$ cat src/rtl/iroh_mem_arbiter_if.sv
// Bundle of the two requester ports and the single-port memory port of the
// memory arbiter. The slave modport is the arbiter's view.
interface iroh_mem_arbiter_if #(
  parameter int ADDR_W = 8,
  parameter int DATA_W = 16
);
  logic              m0_req;
  logic              m0_we;
  logic [ADDR_W-1:0] m0_addr;
  logic [DATA_W-1:0] m0_wdata;
  logic              m0_gnt;
  logic              m0_rvalid;
  logic [DATA_W-1:0] m0_rdata;

  logic              m1_req;
  logic              m1_we;
  logic [ADDR_W-1:0] m1_addr;
  logic [DATA_W-1:0] m1_wdata;
  logic              m1_gnt;
  logic              m1_rvalid;
  logic [DATA_W-1:0] m1_rdata;

  logic              mem_en;
  logic              mem_we;
  logic [ADDR_W-1:0] mem_addr;
  logic [DATA_W-1:0] mem_wdata;
  logic [DATA_W-1:0] mem_rdata;

  modport slave (
    input  m0_req, m0_we, m0_addr, m0_wdata,
    output m0_gnt, m0_rvalid, m0_rdata,
    input  m1_req, m1_we, m1_addr, m1_wdata,
    output m1_gnt, m1_rvalid, m1_rdata,
    output mem_en, mem_we, mem_addr, mem_wdata,
    input  mem_rdata
  );

  modport master (
    output m0_req, m0_we, m0_addr, m0_wdata,
    input  m0_gnt, m0_rvalid, m0_rdata,
    output m1_req, m1_we, m1_addr, m1_wdata,
    input  m1_gnt, m1_rvalid, m1_rdata,
    input  mem_en, mem_we, mem_addr, mem_wdata,
    output mem_rdata
  );
endinterface

$ cat src/rtl/iroh_mem_arbiter.sv
// Two-port arbiter for the shared single-port instruction/data memory:
// one access at a time, registered command, read data returned with a pulse.
module iroh_mem_arbiter #(
  parameter int ADDR_W     = 8,
  parameter int DATA_W     = 16,
  parameter int RD_LATENCY = 1,
  parameter int FIXED_PRIO = 0
) (
  input  logic                clk,
  input  logic                rst,
  iroh_mem_arbiter_if.slave   bus,
  output logic                busy
);
  localparam int CNT_W = $clog2(RD_LATENCY + 1);

  typedef enum logic [1:0] {IDLE, ACCESS, WAIT, RESP} state_t;

  state_t            state, state_nx;
  logic              winner;
  logic              last_grant;
  logic              pick;
  logic              any_req;
  logic              cmd_we;
  logic [CNT_W-1:0]  cnt;
  logic [ADDR_W-1:0] addr_q;
  logic [DATA_W-1:0] wdata_q;
  logic [DATA_W-1:0] rdata0_q;
  logic [DATA_W-1:0] rdata1_q;
  logic              mem_en, mem_we;
  logic              gnt0, gnt1, rvalid0, rvalid1;

  // Tie goes to the port that did not win last time unless port 0 is pinned.
  always_comb begin
    any_req = bus.m0_req | bus.m1_req;
    if (bus.m0_req && bus.m1_req) begin
      pick = (FIXED_PRIO != 0) ? 1'b0 : ~last_grant;
    end else begin
      pick = bus.m1_req;
    end
  end

  always_ff @(posedge clk) begin
    if (rst) begin
      state      <= IDLE;
      winner     <= 1'b0;
      last_grant <= 1'b1;
      cmd_we     <= 1'b0;
      cnt        <= '0;
      addr_q     <= '0;
      wdata_q    <= '0;
      rdata0_q   <= '0;
      rdata1_q   <= '0;
    end else begin
      state <= state_nx;
      if (state == IDLE && any_req) begin
        winner     <= pick;
        last_grant <= pick;
        cmd_we     <= pick ? bus.m1_we    : bus.m0_we;
        addr_q     <= pick ? bus.m1_addr  : bus.m0_addr;
        wdata_q    <= pick ? bus.m1_wdata : bus.m0_wdata;
      end
      if (state == ACCESS) begin
        cnt <= CNT_W'(RD_LATENCY);
      end else if (state == WAIT) begin
        cnt <= cnt - CNT_W'(1);
      end
      // Loading the port register on the last WAIT edge makes it visible exactly in RESP.
      if (state == WAIT && cnt == CNT_W'(1)) begin
        if (winner) begin
          rdata1_q <= bus.mem_rdata;
        end else begin
          rdata0_q <= bus.mem_rdata;
        end
      end
    end
  end

  always_comb begin
    state_nx = state;
    mem_en   = 1'b0;
    mem_we   = 1'b0;
    gnt0     = 1'b0;
    gnt1     = 1'b0;
    rvalid0  = 1'b0;
    rvalid1  = 1'b0;
    case (state)
      IDLE: begin
        if (any_req) state_nx = ACCESS;
      end
      ACCESS: begin
        mem_en   = 1'b1;
        mem_we   = cmd_we;
        gnt0     = ~winner;
        gnt1     = winner;
        state_nx = cmd_we ? IDLE : WAIT;
      end
      WAIT: begin
        if (cnt == CNT_W'(1)) state_nx = RESP;
      end
      RESP: begin
        rvalid0  = ~winner;
        rvalid1  = winner;
        state_nx = IDLE;
      end
      default: state_nx = IDLE;
    endcase
  end

  assign bus.m0_gnt    = gnt0;
  assign bus.m1_gnt    = gnt1;
  assign bus.m0_rvalid = rvalid0;
  assign bus.m1_rvalid = rvalid1;
  assign bus.m0_rdata  = rdata0_q;
  assign bus.m1_rdata  = rdata1_q;
  assign bus.mem_en    = mem_en;
  assign bus.mem_we    = mem_we;
  assign bus.mem_addr  = addr_q;
  assign bus.mem_wdata = wdata_q;
  assign busy          = (state != IDLE);
endmodule

$ cat src/flat_wrapper.sv
// flat-port wrapper written by rule: the top's interface ports become plain ports
module iroh_mem_arbiter_flat 
#(
  parameter int ADDR_W     = 8,
  parameter int DATA_W     = 16,
  parameter int RD_LATENCY = 1,
  parameter int FIXED_PRIO = 0
)
  (clk, rst, busy, bus_m0_req, bus_m0_we, bus_m0_addr, bus_m0_wdata, bus_m0_gnt, bus_m0_rvalid, bus_m0_rdata, bus_m1_req, bus_m1_we, bus_m1_addr, bus_m1_wdata, bus_m1_gnt, bus_m1_rvalid, bus_m1_rdata, bus_mem_en, bus_mem_we, bus_mem_addr, bus_mem_wdata, bus_mem_rdata);
  iroh_mem_arbiter_if #(.ADDR_W(ADDR_W), .DATA_W(DATA_W)) bus_i ();
  input  logic clk;
  input  logic rst;
  output logic busy;
  input wire logic [$bits(bus_i.m0_req)-1:0] bus_m0_req;
  input wire logic [$bits(bus_i.m0_we)-1:0] bus_m0_we;
  input wire logic [$bits(bus_i.m0_addr)-1:0] bus_m0_addr;
  input wire logic [$bits(bus_i.m0_wdata)-1:0] bus_m0_wdata;
  output wire logic [$bits(bus_i.m0_gnt)-1:0] bus_m0_gnt;
  output wire logic [$bits(bus_i.m0_rvalid)-1:0] bus_m0_rvalid;
  output wire logic [$bits(bus_i.m0_rdata)-1:0] bus_m0_rdata;
  input wire logic [$bits(bus_i.m1_req)-1:0] bus_m1_req;
  input wire logic [$bits(bus_i.m1_we)-1:0] bus_m1_we;
  input wire logic [$bits(bus_i.m1_addr)-1:0] bus_m1_addr;
  input wire logic [$bits(bus_i.m1_wdata)-1:0] bus_m1_wdata;
  output wire logic [$bits(bus_i.m1_gnt)-1:0] bus_m1_gnt;
  output wire logic [$bits(bus_i.m1_rvalid)-1:0] bus_m1_rvalid;
  output wire logic [$bits(bus_i.m1_rdata)-1:0] bus_m1_rdata;
  output wire logic [$bits(bus_i.mem_en)-1:0] bus_mem_en;
  output wire logic [$bits(bus_i.mem_we)-1:0] bus_mem_we;
  output wire logic [$bits(bus_i.mem_addr)-1:0] bus_mem_addr;
  output wire logic [$bits(bus_i.mem_wdata)-1:0] bus_mem_wdata;
  input wire logic [$bits(bus_i.mem_rdata)-1:0] bus_mem_rdata;
  assign bus_i.m0_req = bus_m0_req;
  assign bus_i.m0_we = bus_m0_we;
  assign bus_i.m0_addr = bus_m0_addr;
  assign bus_i.m0_wdata = bus_m0_wdata;
  assign bus_m0_gnt = bus_i.m0_gnt;
  assign bus_m0_rvalid = bus_i.m0_rvalid;
  assign bus_m0_rdata = bus_i.m0_rdata;
  assign bus_i.m1_req = bus_m1_req;
  assign bus_i.m1_we = bus_m1_we;
  assign bus_i.m1_addr = bus_m1_addr;
  assign bus_i.m1_wdata = bus_m1_wdata;
  assign bus_m1_gnt = bus_i.m1_gnt;
  assign bus_m1_rvalid = bus_i.m1_rvalid;
  assign bus_m1_rdata = bus_i.m1_rdata;
  assign bus_mem_en = bus_i.mem_en;
  assign bus_mem_we = bus_i.mem_we;
  assign bus_mem_addr = bus_i.mem_addr;
  assign bus_mem_wdata = bus_i.mem_wdata;
  assign bus_i.mem_rdata = bus_mem_rdata;
  iroh_mem_arbiter #(.ADDR_W(ADDR_W), .DATA_W(DATA_W), .RD_LATENCY(RD_LATENCY), .FIXED_PRIO(FIXED_PRIO)) u_core (.clk(clk), .rst(rst), .bus(bus_i), .busy(busy));
endmodule
$ cat config.mk
export PLATFORM = sky130hd
export DESIGN_NAME = iroh_mem_arbiter_flat
export DESIGN_NICKNAME = d
export VERILOG_FILES = /design/src/rtl/iroh_mem_arbiter_if.sv /design/src/rtl/iroh_mem_arbiter.sv /design/src/flat_wrapper.sv
export SDC_FILE = /design/constraint.sdc
export NUM_CORES = 1
export LEC_CHECK = 0
export CORE_MARGIN = 3
export CORE_UTILIZATION = 36
export DETAILED_ROUTE_END_ITERATION = 6
export PLACE_DENSITY = 0.73
export SLEW_MARGIN = 0
export SYNTH_ARGS = -nofsm -noshare
export SYNTH_HDL_FRONTEND = slang
export SYNTH_SLANG_ARGS = --single-unit
$ cat constraint.sdc
create_clock -name clk -period 1.57 [get_ports clk]
set_input_delay 0.314 -clock clk [delete_from_list [all_inputs] [get_ports clk]]
set_output_delay 0.314 -clock clk [all_outputs]
set_load 0.02 [all_outputs]
==> flow_metrics.py, run 1 <==
metrics = {
    "outcome": {
        "outcome": "complete, but fails checks",
        "violations_in_the_final_reports": "setup timing",
    },
    "logic_synthesis": {
        "synthesis.yosys.warnings": 0,
        "post_synth_instance_area_sq_um": 2670,
        "netlist-cell-type-count": 32,
        "seq_total_area_yosys_pct": 46.5,
        "synthesis.area_per_instance_sq_um": 8.34,
        "synth-seq-cells": 62,
        "synthesis.nets": 396,
        "syn_inst": 320,
    },
    "critical_path": {
        "worst_setup_path_end_kind": "flip-flop",
        "timing.reg2reg.setup_slack_ps": -20,
        "crit_fanout": 4,
        "critPathKind": "reg2reg",
        "start_kind": "flip-flop",
        "crit-reg2reg-capture": "u_core.state[0]$_SDFFE_PP0P_",
        "cp.required_ps": 1770,
        "ff2ff_path_depth": 7,
        "arrival_ps": 1790,
    },
    "power": {
        "peakVddDrop_v": 0.000527,
        "post-layout-total-power_w": 0.00476,
        "leakage_nw": 1.96,
        "p_per_area_nw_per_um2": 1050,
    },
    "flow_run": {
        "cap_violations": 0,
    },
    "cts": {
        "cts.sink_count": 62,
        "max-clock-path-buffers": 2,
        "htree_levels": 3,
        "cts_tree": "built",
        "ctsRootBufferMaster": "sky130_fd_sc_hd__clkbuf_8",
        "clock_insertion_delay_worst_skew_ps": 340,
        "tritoncts.num_buffers": 9,
        "postCtsHoldBufs": 0,
        "clk_pin_slew_ps": 70,
    },
    "die": {
        "initial_standard_cell_utilization_of_the_core_pct": 38.2,
        "die_h_microns": 92.1,
        "fp-row-count": 30,
        "io-pin-count": 133,
        "die_width_microns": 92.1,
        "die-area_sq_um": 8490,
        "floorplan.core_area_sq_um": 6980,
    },
    "detailed_routing": {
        "vias_post_dr": 2761,
        "detailedRoute.firstPassIterationCount": 4,
        "routed_via_density": 4.86,
        "detail_route.drc_violations": 0,
        "dr.first_iter.drc_count": 67,
        "detail-route-antenna-nets": 0,
        "routedWlPerCell_microns": 15.3,
        "totalWireLength_microns": 8670,
    },
    "global_routing": {
        "grt_max_degree": 26,
        "gr-usage-all-layers_pct": 19.5,
        "grt_overflow_total": 0,
        "grt_pass1_vias": 2709,
        "wire_length_of_the_first_global_routing_pass_microns": 13300,
        "grt_antenna_before_repair": 0,
    },
    "timing": {
        "report.final.hold_viol_count": 0,
        "finalCriticalPeriod_ps": 1590,
        "setup_slack_ps": -16.6,
        "worst_slew_margin_rel_pct": 70.2,
        "skew_ps": 10.3,
        "holdWs_ps": 451,
        "rsz0062_at_grt": "yes",
        "final_max_slew_viol_count": 0,
        "max_freq_mhz": 630,
        "worstMarginPinSlew_ps": 447,
        "timing.final.crit_share_pct": 101,
        "finalSetupViolCount": 1,
    },
    "placement": {
        "place.detailed.hpwl_microns": 6040,
        "routabilityCongestion": 0.746,
        "port_buffers": 132,
    },
    "finish": {
        "final.fill_count": 615,
        "final_util_pct": 65.0,
        "drive_above_1_share_pct": 19.1,
        "num_antenna_cells": 0,
        "finalNetCount": 543,
        "syn2layout_area_growth_pct": 70.1,
    },
    "min_path": {
        "hp-class": "reg2reg",
        "worst_hold_startpoint": "u_core.bus.m1_rdata[3]$_SDFFE_PP0P_",
        "hold-path-cell-count": 2,
        "hold-path-endpoint": "u_core.bus.m1_rdata[3]$_SDFFE_PP0P_",
    },
}
[Yosys cell counts, drive strengths merged]
cell type	n	area, sq um
o21bai	1	7.51
a21oi	59	295
a31oi	2	12.5
nand3	2	10.0
ha	6	75.1
and3b	1	8.76
or2	1	6.26
o21ai	1	8.76
nand2	89	334
nor2b	2	12.5
o21a	1	7.51
buf	15	103
clkbuf	9	36.3
nor2	27	101
nand3b	1	7.51
a22oi	1	7.51
dfxtp	62	1240
a311o	1	10.0
or3b	1	11.3
a211oi	26	290
a21boi	1	18.8
inv	4	15.0
nand2b	1	6.26
and3	1	6.26
and2	3	18.8
o41ai	1	8.76
a21bo	1	10.0
[critical path, stage by stage, from the launching register on]
cell and delay [ps]:
sky130_fd_sc_hd__dfxtp_4 360, sky130_fd_sc_hd__inv_6 70, sky130_fd_sc_hd__ha_4 150, sky130_fd_sc_hd__buf_4 120
sky130_fd_sc_hd__or3b_4 390, sky130_fd_sc_hd__buf_6 140, sky130_fd_sc_hd__a21oi_2 150, sky130_fd_sc_hd__a211oi_2 70
[worst max path at each step]
| stage | startpoint | to | slack [ps] | cells after the start |
|---|---|---|---|---|
| 4_1_cts | flip-flop | bus_mem_we | 1 | 4 |
| 6_report | flip-flop | u_core.state[0]$_SDFFE_PP0P_ | -20 | 7 |
| 2_1_floorplan | u_core.state[0]$_SDFFE_PP0P_ | flip-flop | 10 | 6 |
| 5_1_grt | flip-flop | u_core.state[0]$_SDFFE_PP0P_ | -80 | 7 |
| 3_5_place_dp | flip-flop | bus_mem_we | -170 | 4 |
| 3_3_place_gp | flip-flop | bus_mem_we | -130 | 4 |
[cell type report]
cell class              instances  area [sq um]  area share, %
repair buffers                160          1600           35.2
clock inverters                 6          86.3           1.90
inverters                       4          22.5          0.496
clock buffers                  10           128           2.81
flip-flops and latches         62          1250           27.5
well taps                      96           120           2.65
multi-input cells             230          1340           29.5
[placed cells by master (no fill, tap or decap), types with 3 or more instances in the layout]
| cell type | n |
|---|---|
| sky130_fd_sc_hd__nor2_1 | 27 |
| sky130_fd_sc_hd__a211oi_2 | 22 |
| sky130_fd_sc_hd__buf_4 | 19 |
| sky130_fd_sc_hd__dfxtp_1 | 60 |
| sky130_fd_sc_hd__a211oi_1 | 4 |
| sky130_fd_sc_hd__buf_12 | 8 |
| sky130_fd_sc_hd__clkdlybuf4s50_1 | 68 |
| sky130_fd_sc_hd__clkbuf_8 | 9 |
| sky130_fd_sc_hd__dlygate4sd2_1 | 56 |
| sky130_fd_sc_hd__nand2_1 | 89 |
| sky130_fd_sc_hd__a21oi_1 | 58 |
| sky130_fd_sc_hd__buf_6 | 6 |
| sky130_fd_sc_hd__ha_1 | 3 |
| sky130_fd_sc_hd__and2_1 | 3 |
[through the flow]
stage          instances  setup WS (ps)  area (sq um)  setup TNS, ps
6_report             568          -16.6          4540          -16.6
5_1_grt              568          -79.3          4540           -168
4_1_cts              564           1.48          4400              0
3_5_place_dp         548           -168          4250          -3960
3_3_place_gp         548           -128          4250          -2300
2_1_floorplan        320           14.8          2670              0
[per-layer routing]
metal	up-vias	part of all wire [%]	global-route usage, %
met4	0	1.5	7.92
met2	80	50	33.4
met5	-	0	0
met1	1296	44	23.6
met3	15	4.9	4.43
li1	1370	-	-
[cells by family after synthesis]
logic type	count (synthesis)	share of synthesized area [%]
adders and majority gates	6	2.81
buffers and inverters	28	5.76
and+or+nand+nor	129	19.6
DFF	62	46.5
AOI/OAI and AO/OA	95	25.4
[flip-flops by register name (all words and copies together), names as in the netlist, named ones only]
register,cells
u_core.bus.mem_wdata,16
u_core.cmd_we,1
u_core.bus.m0_rdata,16
u_core.winner,1
u_core.last_grant,1
u_core.bus.m1_rdata,16
u_core.state,1
u_core.cnt,1
u_core.bus.mem_addr,8
[timing repair]
action                                  4_1_cts  5_1_grt
pin swaps                                     1        4
gates resized for setup                     100       21
endpoints found under the setup margin      123       15
gates cloned                                  0        2
buffers inserted                              0        2
[where the power goes]
group | internal (W) | switching (W)
Combinational | 0.000717 | 0.000720
Clock | 0.000891 | 0.000635
Sequential | 0.00171 | 0.0000862
Total | 0.00331 | 0.00144
Power figures use the tool's default switching activity.
==> run 2: changes to the inputs <==
--- a/config.mk
+++ b/config.mk
@@ -7,6 +7,7 @@
 export LEC_CHECK = 0
 export CORE_MARGIN = 3
 export CORE_UTILIZATION = 36
+export CTS_CLUSTER_DIAMETER = 150
 export DETAILED_ROUTE_END_ITERATION = 6
 export PLACE_DENSITY = 0.73
 export SLEW_MARGIN = 0
==> results of run 2 <==
The final DEF is identical to that of run 1; final timing and power are the same.
==> run 3: changes to the inputs <==
==> constraint.sdc (replaced) <==
create_clock -name clk -period 1.57 [get_ports clk]
set_input_delay 0.314 -clock clk [delete_from_list [all_inputs] [get_ports clk]]
set_output_delay 0.314 -clock clk [all_outputs]
set_load 0.005 [all_outputs]
==> flow_metrics.py, run 3 (synthesis gave the netlist of run 1 again) <==
metrics = {
    "outcome": {
        "outcome": "complete, no violations",
    },
    "placement": {
        "place.detailed.hpwl_microns": 6010,
        "routabilityCongestion": 0.767,
        "dp_slack_ps": -135,
        "port_buffers": 132,
    },
    "cts": {
        "postCtsHoldBufs": 0,
        "tritoncts.num_buffers": 9,
        "cts_tree": "built",
        "ctsRootBufferMaster": "sky130_fd_sc_hd__clkbuf_8",
        "max-clock-path-buffers": 2,
        "htree_levels": 3,
        "clock_insertion_delay_worst_skew_ps": 330,
        "cts.sink_count": 62,
        "clk_pin_slew_ps": 70,
    },
    "finish": {
        "final.fill_count": 602,
        "most_common_library_cell_in_the_layout_ignoring_fill_and_taps": "sky130_fd_sc_hd__clkdlybuf4s50_1",
        "syn2layout_area_growth_pct": 70.4,
        "num_antenna_cells": 0,
        "multiInputGateArea_sq_um": 1360,
        "final_cell_mix": "sky130_fd_sc_hd__clkdlybuf4s50_1 (124), sky130_fd_sc_hd__nand2_1 (89), sky130_fd_sc_hd__dfxtp_1 (60)",
        "drive_above_1_share_pct": 18.3,
        "finalNetCount": 541,
        "final_util_pct": 65.2,
        "seq_area_sq_um": 1240,
    },
    "critical_path": {
        "start_kind": "flip-flop",
        "arrival_ps": 1230,
        "worst_setup_path_end_kind": "output port",
        "cp.required_ps": 1260,
        "critPathKind": "reg2out",
        "crit_fanout": 3,
    },
    "timing": {
        "final_max_slew_viol_count": 0,
        "worst_slew_margin_rel_pct": 65.9,
        "timing.final.crit_share_pct": 98.1,
        "fin_setup_tns_ps": 0,
        "skew_ps": 3.31,
        "rsz0062_at_grt": "yes",
        "max_freq_mhz": 650,
        "worstMarginPinSlew_ps": 512,
        "report.final.hold_viol_count": 0,
        "finalSetupViolCount": 0,
        "setup_slack_ps": 30.5,
        "finalCriticalPeriod_ps": 1540,
        "holdWs_ps": 456,
    },
    "die": {
        "die-area_sq_um": 8490,
        "die_h_microns": 92.1,
        "fp-row-count": 30,
        "die_width_microns": 92.1,
        "io-pin-count": 133,
        "floorplan.core_area_sq_um": 6980,
        "initial_standard_cell_utilization_of_the_core_pct": 38.2,
    },
    "detailed_routing": {
        "routed_via_density": 4.90,
        "routedWlPerCell_microns": 15.1,
        "vias_post_dr": 2766,
        "totalWireLength_microns": 8550,
        "dr.first_iter.drc_count": 93,
        "detail-route-antenna-nets": 0,
        "detailedRoute.firstPassIterationCount": 4,
        "detail_route.drc_violations": 0,
    },
    "power": {
        "netSwitchingPower_w": 0.00125,
        "switching_share_pct": 28.6,
        "share_clk_of_total_power_pct": 28.4,
        "post-layout-total-power_w": 0.00436,
        "leakage_nw": 1.71,
        "seqPwrFrac_pct": 41.2,
        "power_frac_comb_pct": 30.4,
        "p_per_area_nw_per_um2": 957,
        "peakVddDrop_v": 0.000556,
        "internal_power_w": 0.00311,
    },
    "min_path": {
        "hp-class": "reg2reg",
    },
    "global_routing": {
        "grt_max_degree": 26,
        "grt_antenna_before_repair": 0,
        "grt_pass1_vias": 2789,
        "gr-usage-all-layers_pct": 19.7,
        "grt_overflow_total": 0,
        "wire_length_of_the_first_global_routing_pass_microns": 13500,
    },
    "flow_run": {
        "cap_violations": 0,
    },
}
==> run 3: cell types whose count changed in the layout (fill, tap and decap cells not counted), moves of 4 or more <==
cell,previous run,this run
sky130_fd_sc_hd__buf_6,6,2
sky130_fd_sc_hd__buf_4,19,13
sky130_fd_sc_hd__buf_2,1,7
sky130_fd_sc_hd__clkdlybuf4s50_1,68,124
sky130_fd_sc_hd__dlygate4sd2_1,56,1
==> run 3: metal layers <==
metal / global-route usage [%] / wire (microns) / vias to the layer above / share of wire (%)
li1: - / - / 1370 / -
met1: 24.1 / 3740 / 1297 / 44
met2: 33.6 / 4240 / 80 / 50
met3: 3.36 / 359 / 19 / 4.2
met4: 8.66 / 216 / 0 / 2.5
met5: 0 / 0 / - / 0
==> run 3: per-stage QoR <==
| stage | cell area [sq um] | std cells |
|---|---|---|
| 2_1_floorplan | 2670 | 320 |
| 5_1_grt | 4550 | 565 |
| 3_5_place_dp | 4230 | 544 |
| 4_1_cts | 4430 | 562 |
| 3_3_place_gp | 4230 | 544 |
| 6_report | 4550 | 565 |
==> run 3: final cells by class <==
class	count	area share [%]
clock buffers	11	3.33
clock inverters	4	0.495
inverters	4	0.385
multi-input cells	230	29.9
flip-flops and latches	62	27.3
well taps	96	2.64
repair buffers	158	35.9
==> run 3: repair_timing <==
action	in CTS	in global routing
pin swaps	0	1
buffers inserted	3	1
endpoints found under the setup margin	43	18
cloned	0	2
resized for setup	37	11
hold endpoints to repair	0	0
==> run 3: power by group through the flow <==
stage	sequential (W)	clock [W]	combinational (W)
global route	0.00181	0.00134	0.00144
global placement	0.00182	0	0.00117
finish	0.00179	0.00124	0.00133
CTS	0.00179	0.00126	0.00122
detailed placement	0.00182	0	0.00120
floorplan	0.00183	0	0.000530
==> run 3: worst paths after layout <==
check,depth (start not counted),endpoint,slack [ps],startpoint
min,2,u_core.bus.m1_rdata[5]$_SDFFE_PP0P_,460,u_core.bus.m1_rdata[5]$_SDFFE_PP0P_
max reg2reg,8,u_core.bus.mem_wdata[14]$_SDFFE_PP0P_,50,flip-flop
max,4,bus_mem_we,30,u_core.state[0]$_SDFFE_PP0P_
min reg2reg,2,u_core.bus.m1_rdata[5]$_SDFFE_PP0P_,460,u_core.bus.m1_rdata[5]$_SDFFE_PP0P_
==> run 3: worst max-delay path, cell delays in order (launching register included) <==
cell                      delay, ps
sky130_fd_sc_hd__dfxtp_2        330
sky130_fd_sc_hd__buf_6          130
sky130_fd_sc_hd__ha_4           160
sky130_fd_sc_hd__and2_1         150
sky130_fd_sc_hd__buf_2          130
